`config.mk`:
```
export PLATFORM = sky130hd
export DESIGN_NAME = digit_counter
export DESIGN_NICKNAME = d
export VERILOG_FILES = /design/src/rtl/digit_pkg.sv /design/src/rtl/digit_cell.sv /design/src/rtl/digit_counter.sv
export SDC_FILE = /design/constraint.sdc
export NUM_CORES = 1
export LEC_CHECK = 0
export CAP_MARGIN = 5
export CORE_MARGIN = 1.5
export CORE_UTILIZATION = 40
export CTS_CLUSTER_SIZE = 28
export DETAILED_ROUTE_END_ITERATION = 12
export DONT_BUFFER_PORTS = 1
export GPL_TIMING_DRIVEN = 0
export PLACE_DENSITY = 0.65
export SLEW_MARGIN = 20
export SYNTH_ARGS = -nofsm -noshare
export SYNTH_HDL_FRONTEND = slang
export SYNTH_SLANG_ARGS = --single-unit
```
`constraint.sdc`:
```
create_clock -name i_clk -period 5.66 [get_ports i_clk]
set_input_delay 1.698 -clock i_clk [delete_from_list [all_inputs] [get_ports i_clk]]
set_output_delay 1.698 -clock i_clk [all_outputs]
set_load 0.02 [all_outputs]
```
`src/rtl/digit_pkg.sv`:
```
// Shared types and helpers for the multi-digit up/down counter.
package digit_pkg;

  typedef logic [3:0] digit_t;

  localparam int RADIX_BCD = 10;
  localparam int RADIX_HEX = 16;

  // A loaded value that is not a legal digit in the active radix becomes the largest legal digit.
  function automatic digit_t clamp_digit(digit_t value, int radix);
    digit_t result;
    if (int'(value) >= radix) begin
      result = digit_t'(radix - 1);
    end else begin
      result = value;
    end
    return result;
  endfunction

endpackage

```
`src/rtl/digit_cell.sv`:
```
// Combinational next-value logic for one counter digit with carry/borrow in and out.
module digit_cell
  import digit_pkg::*;
(
  input  digit_t     digit_i,
  input  logic       up_i,
  input  logic       step_i,
  input  logic [4:0] radix_i,
  output digit_t     digit_o,
  output logic       step_o
);

  digit_t max_s;

  // Largest legal digit value in the active radix.
  assign max_s = digit_t'(radix_i - 5'd1);

  // Increment/decrement when a step arrives; roll over and pass the step on at the ends of the range.
  always_comb begin
    digit_o = digit_i;
    step_o  = 1'b0;
    if (!step_i) begin
      digit_o = digit_i;
      step_o  = 1'b0;
    end else if (up_i) begin
      if (digit_i >= max_s) begin
        digit_o = 4'd0;
        step_o  = 1'b1;
      end else begin
        digit_o = digit_i + 4'd1;
        step_o  = 1'b0;
      end
    end else begin
      if (digit_i == 4'd0) begin
        digit_o = max_s;
        step_o  = 1'b1;
      end else begin
        digit_o = digit_i - 4'd1;
        step_o  = 1'b0;
      end
    end
  end

endmodule

```
`src/rtl/digit_counter.sv`:
```
// Multi-digit BCD/hex up/down counter with prescaler, clear, load and wrap detection.
module digit_counter
  import digit_pkg::*;
#(
  parameter int N_DIGITS = 4,
  parameter int RADIX    = 10,
  parameter int TICK_DIV = 50_000_000
) (
  input  logic                  i_clk,
  input  logic                  i_rst_n,
  input  logic                  i_enable,
  input  logic                  i_up,
  input  logic                  i_clear,
  input  logic                  i_load,
  input  logic [4*N_DIGITS-1:0] i_load_value,
  output logic [4*N_DIGITS-1:0] o_digits,
  output logic                  o_tick,
  output logic                  o_wrap
);

  // A TICK_DIV of 1 still needs a one-bit prescaler register.
  localparam int PW = (TICK_DIV > 1) ? $clog2(TICK_DIV) : 1;
  localparam logic [PW-1:0] PS_LAST  = PW'(TICK_DIV - 1);
  localparam logic [4:0]    RADIX_W  = 5'(RADIX);

  if ((RADIX != RADIX_BCD) && (RADIX != RADIX_HEX)) begin : g_radix_illegal
    $error("digit_counter: RADIX must be 10 or 16");
  end
  if ((N_DIGITS < 1) || (N_DIGITS > 8)) begin : g_digits_illegal
    $error("digit_counter: N_DIGITS must be 1..8");
  end
  if (TICK_DIV < 1) begin : g_div_illegal
    $error("digit_counter: TICK_DIV must be >= 1");
  end

  logic [4*N_DIGITS-1:0] digits_q, digits_d;
  logic [4*N_DIGITS-1:0] cell_next_s;
  logic [N_DIGITS:0]     carry_s;
  logic [PW-1:0]         presc_q, presc_d;
  logic                  tick_q, tick_d;
  logic                  wrap_q, wrap_d;
  logic                  step_s;

  // A step is due on the enabled cycle where the prescaler sits at its last count.
  assign step_s     = i_enable && (presc_q == PS_LAST);
  assign carry_s[0] = step_s;

  for (genvar k = 0; k < N_DIGITS; k++) begin : g_cell
    digit_cell u_cell (
      .digit_i (digits_q[4*k +: 4]),
      .up_i    (i_up),
      .step_i  (carry_s[k]),
      .radix_i (RADIX_W),
      .digit_o (cell_next_s[4*k +: 4]),
      .step_o  (carry_s[k+1])
    );
  end

  // Prescaler next state: cleared by clear/load, free-runs while enabled, holds otherwise.
  always_comb begin
    presc_d = presc_q;
    if (i_clear || i_load) begin
      presc_d = '0;
    end else if (i_enable) begin
      if (step_s) begin
        presc_d = '0;
      end else begin
        presc_d = presc_q + PW'(1);
      end
    end else begin
      presc_d = presc_q;
    end
  end

  // Digit and pulse next state with clear > load > step > hold priority.
  always_comb begin
    digits_d = digits_q;
    tick_d   = 1'b0;
    wrap_d   = 1'b0;
    if (i_clear) begin
      digits_d = {(4*N_DIGITS){1'b0}};
    end else if (i_load) begin
      for (int k = 0; k < N_DIGITS; k++) begin
        digits_d[4*k +: 4] = clamp_digit(i_load_value[4*k +: 4], RADIX);
      end
    end else if (step_s) begin
      digits_d = cell_next_s;
      tick_d   = 1'b1;
      wrap_d   = carry_s[N_DIGITS];
    end else begin
      digits_d = digits_q;
    end
  end

  // State registers; everything returns to zero on reset.
  always_ff @(posedge i_clk or negedge i_rst_n) begin
    if (!i_rst_n) begin
      digits_q <= {(4*N_DIGITS){1'b0}};
      presc_q  <= '0;
      tick_q   <= 1'b0;
      wrap_q   <= 1'b0;
    end else begin
      digits_q <= digits_d;
      presc_q  <= presc_d;
      tick_q   <= tick_d;
      wrap_q   <= wrap_d;
    end
  end

  assign o_digits = digits_q;
  assign o_tick   = tick_q;
  assign o_wrap   = wrap_q;

endmodule

```
==> flow_summary.json <==
{
  "synth_enable_flop_cells": 0,
  "post_drt_via_cell_ratio": 5.95,
  "maximum_number_of_pins_on_one_net_before_global_route_repair": 45,
  "total_gr_overflow": 0,
  "most_frequent_cells_in_the_layout": "44 x sky130_fd_sc_hd__dfrtp_1, 38 x sky130_fd_sc_hd__nor2_1, 35 x sky130_fd_sc_hd__nand2_1, 24 x sky130_fd_sc_hd__o21ai_0, 21 x sky130_fd_sc_hd__inv_1",
  "area.growth.synth_to_final_pct": 6.33,
  "drt_iter0_drc": 128,
  "crit-reg2reg-capture": "o_digits[8]",
  "buffer_ports.inserted": 0,
  "min-delay-start": "presc_q[1]",
  "power_frac_comb": 0.193,
  "hpwlAfterDp_mm": 6.05,
  "drive_gt1_frac": 0.104,
  "coreArea_sq_mm": 0.00818,
  "antenna_violations_before_repair": 0,
  "fin_nets": 431,
  "start_kind": "input port",
  "pins_over_slew_limit": 0,
  "timing.hold.worst.class": "register to register",
  "vdd_drop_max_v": 0.000138,
  "power_density_mw_per_mm2": 190,
  "worstRegToRegCells": 7,
  "wl_per_cell_um": 16.5,
  "first_global_vias": 2815,
  "cp_data_arrival_time_ns": 3.70,
  "final_min_period_over_clock_period": 0.614,
  "seq_area_frac_synth": 0.328,
  "regArea_sq_mm": 0.00110,
  "endpoint_with_the_worst_hold_slack": "presc_q[1]",
  "grt_setup_unrepaired": "no",
  "clock_latency_ns": 0.30,
  "maxCapViolations": 0,
  "postSynth.asyncResetShare": 1.00,
  "final_hold_violation_count": 0,
  "global_route_wire_length_before_repair_mm": 13.5,
  "seqPwrFrac": 0.517,
  "fp.dieW_um": 94.7,
  "power_switching_share": 0.319,
  "cell_chosen_for_the_clock_root": "sky130_fd_sc_hd__clkbuf_8",
  "chipHeight_um": 94.7,
  "design_power_total_mw": 0.680,
  "total_switching_power_mw": 0.217,
  "multi_input_area_sq_mm": 0.00206,
  "drt_pass1_iterations": 5,
  "fin_skew_ns": 0.00654,
  "antenna_cells": 0,
  "category_of_the_critical_setup_timing_path": "input port to register",
  "cts.sink_count": 44,
  "clk_pin_slew_worst_paths_ns": 0.09,
  "tritoncts_clock_tree": "built",
  "synthDistinctLibCells": 69,
  "htree_levels": 2,
  "timing.setup.tns_ns": 0,
  "cts_resized": 0,
  "gp_congestion": 0.859,
  "dr_total_vias": 2973,
  "final_antenna_net_count": 0,
  "r2r_start": "o_digits[4]",
  "cts_post_setup_buffers_inserted": 0,
  "final_util": 0.437,
  "cp-end-kind": "register",
  "postSynthAreaPerCell_sq_um": 8.66,
  "initial_utilization": 0.411,
  "synth_ff_type": "sky130_fd_sc_hd__dfrtp_1",
  "number_of_cells_produced_by_synthesis": 388,
  "boundary_pin_count": 40,
  "mappedNetlistArea_sq_mm": 0.00336,
  "tightest_slew_ns": 0.856,
  "filler_cell_count_in_the_final_layout": 804,
  "synth-seq-cells": 44,
  "report.final.setup_viol": 0,
  "ys_warn_count": 0,
  "most_common_library_cell_in_the_layout_ignoring_fill_and_taps": "sky130_fd_sc_hd__dfrtp_1",
  "min_delay_path_depth": 1,
  "r2r_setup_slack_ns": 2.92,
  "detail_route.drc_violations": 0,
  "synthesis.nets": 424,
  "cts.path.max_buffers": 2,
  "floorplan.rows": 33,
  "share_clk_of_total_power": 0.290,
  "die_area_sq_mm": 0.00896,
  "power.static_leakage_nw": 1.43,
  "numCtsBuffers": 5,
  "max_slew_margin": 0.426,
  "max_freq_mhz": 288,
  "finalWorstPathRequiredPeriod_ns": 3.47,
  "crit_fanout": 10,
  "grt_use_total": 0.190,
  "ctsHoldBuffers": 0,
  "cp_data_required_time_ns": 5.88,
  "result_of_the_run": "completed",
  "critical_path.startpoint": "i_load",
  "power.internal_mw": 0.463,
  "drt_wl_total_mm": 8.27
}
## routing by layer
layer / routed length (um) / track usage
met2: 3900 / 0.318
met3: 545 / 0.0411
met1: 3720 / 0.246
met5: 0 / 0
met4: 105 / 0.0485
## state kept, by name, summed over array words and instances, names as in the netlist
name and count:
presc_q 26, o_digits 16, o_tick 1, o_wrap 1
## synth_stat cells, drive strengths merged (5+ instances only)
cell | n | area, sq um
mux2i | 6 | 60.1
nor3b | 7 | 52.6
nand4 | 6 | 43.8
a211oi | 5 | 37.5
inv | 21 | 78.8
nor3 | 9 | 45.0
nand3 | 16 | 80.1
clkbuf | 10 | 57.6
buf | 6 | 35.0
xor2 | 7 | 61.3
a31oi | 12 | 75.1
ha | 14 | 175
nand2 | 35 | 131
a21oi | 19 | 95.1
nor2 | 39 | 149
nand2b | 8 | 50.1
xnor2 | 10 | 87.6
dfrtp | 44 | 1100
o22ai | 5 | 31.3
mux2 | 6 | 67.6
o21ai | 24 | 120
nor4 | 11 | 90.1
## stage by stage
stage	hold WS, ns	setup slack (ns)	area (sq um)	cells
2_1_floorplan	0.487	2.42	3360	388
3_3_place_gp	0.520	1.91	3490	493
3_5_place_dp	0.537	1.87	3490	493
4_1_cts	0.557	2.20	3570	500
5_1_grt	0.575	1.98	3570	500
6_report	0.560	2.19	3570	500
## power groups by stage
stage	sequential, mW	clock [mW]	combinational, mW
after global routing	0.354	0.217	0.145
after global placement	0.358	0	0.126
after CTS	0.352	0.208	0.130
after detailed placement	0.359	0	0.129
final	0.352	0.197	0.131
after floorplan	0.353	0	0.104
## worst max-delay path, stage by stage
cell and delay [ns]:
sky130_fd_sc_hd__buf_2 0.17, sky130_fd_sc_hd__inv_1 0.14, sky130_fd_sc_hd__nand2_1 0.26, sky130_fd_sc_hd__a211oi_1 0.81, sky130_fd_sc_hd__buf_2 0.34, sky130_fd_sc_hd__a31oi_1 0.10
sky130_fd_sc_hd__a31oi_1 0.18
## area by class of cell
class                      count  area share
multi-input combinational    306       0.575
clock buffer                   5      0.0193
buffer                        17      0.0350
clock inverter                 2     0.00350
inverter                      21      0.0221
tap                          105      0.0368
sequential                    44       0.308
## kinds of logic (layout without fill, tap and decap cells)
family / count (synthesis) / in the layout / synth area share
compound gates: 99 / 99 / 0.200
xor+xnor: 17 / 17 / 0.0443
fa+ha+maj: 14 / 14 / 0.0521
buf+inv: 38 / 45 / 0.0607
flops: 44 / 44 / 0.328
mux: 13 / 13 / 0.0447
simple gates: 163 / 163 / 0.271
## worst max-delay path by stage
stage | to | slack, ns
floorplan | presc_q[23] | 2.42
global placement | presc_q[21] | 1.91
detailed placement | presc_q[23] | 1.87
CTS | presc_q[23] | 2.20
global route | presc_q[23] | 1.98
finish | presc_q[23] | 2.19
Note: power is estimated with default switching activity, not from simulation.
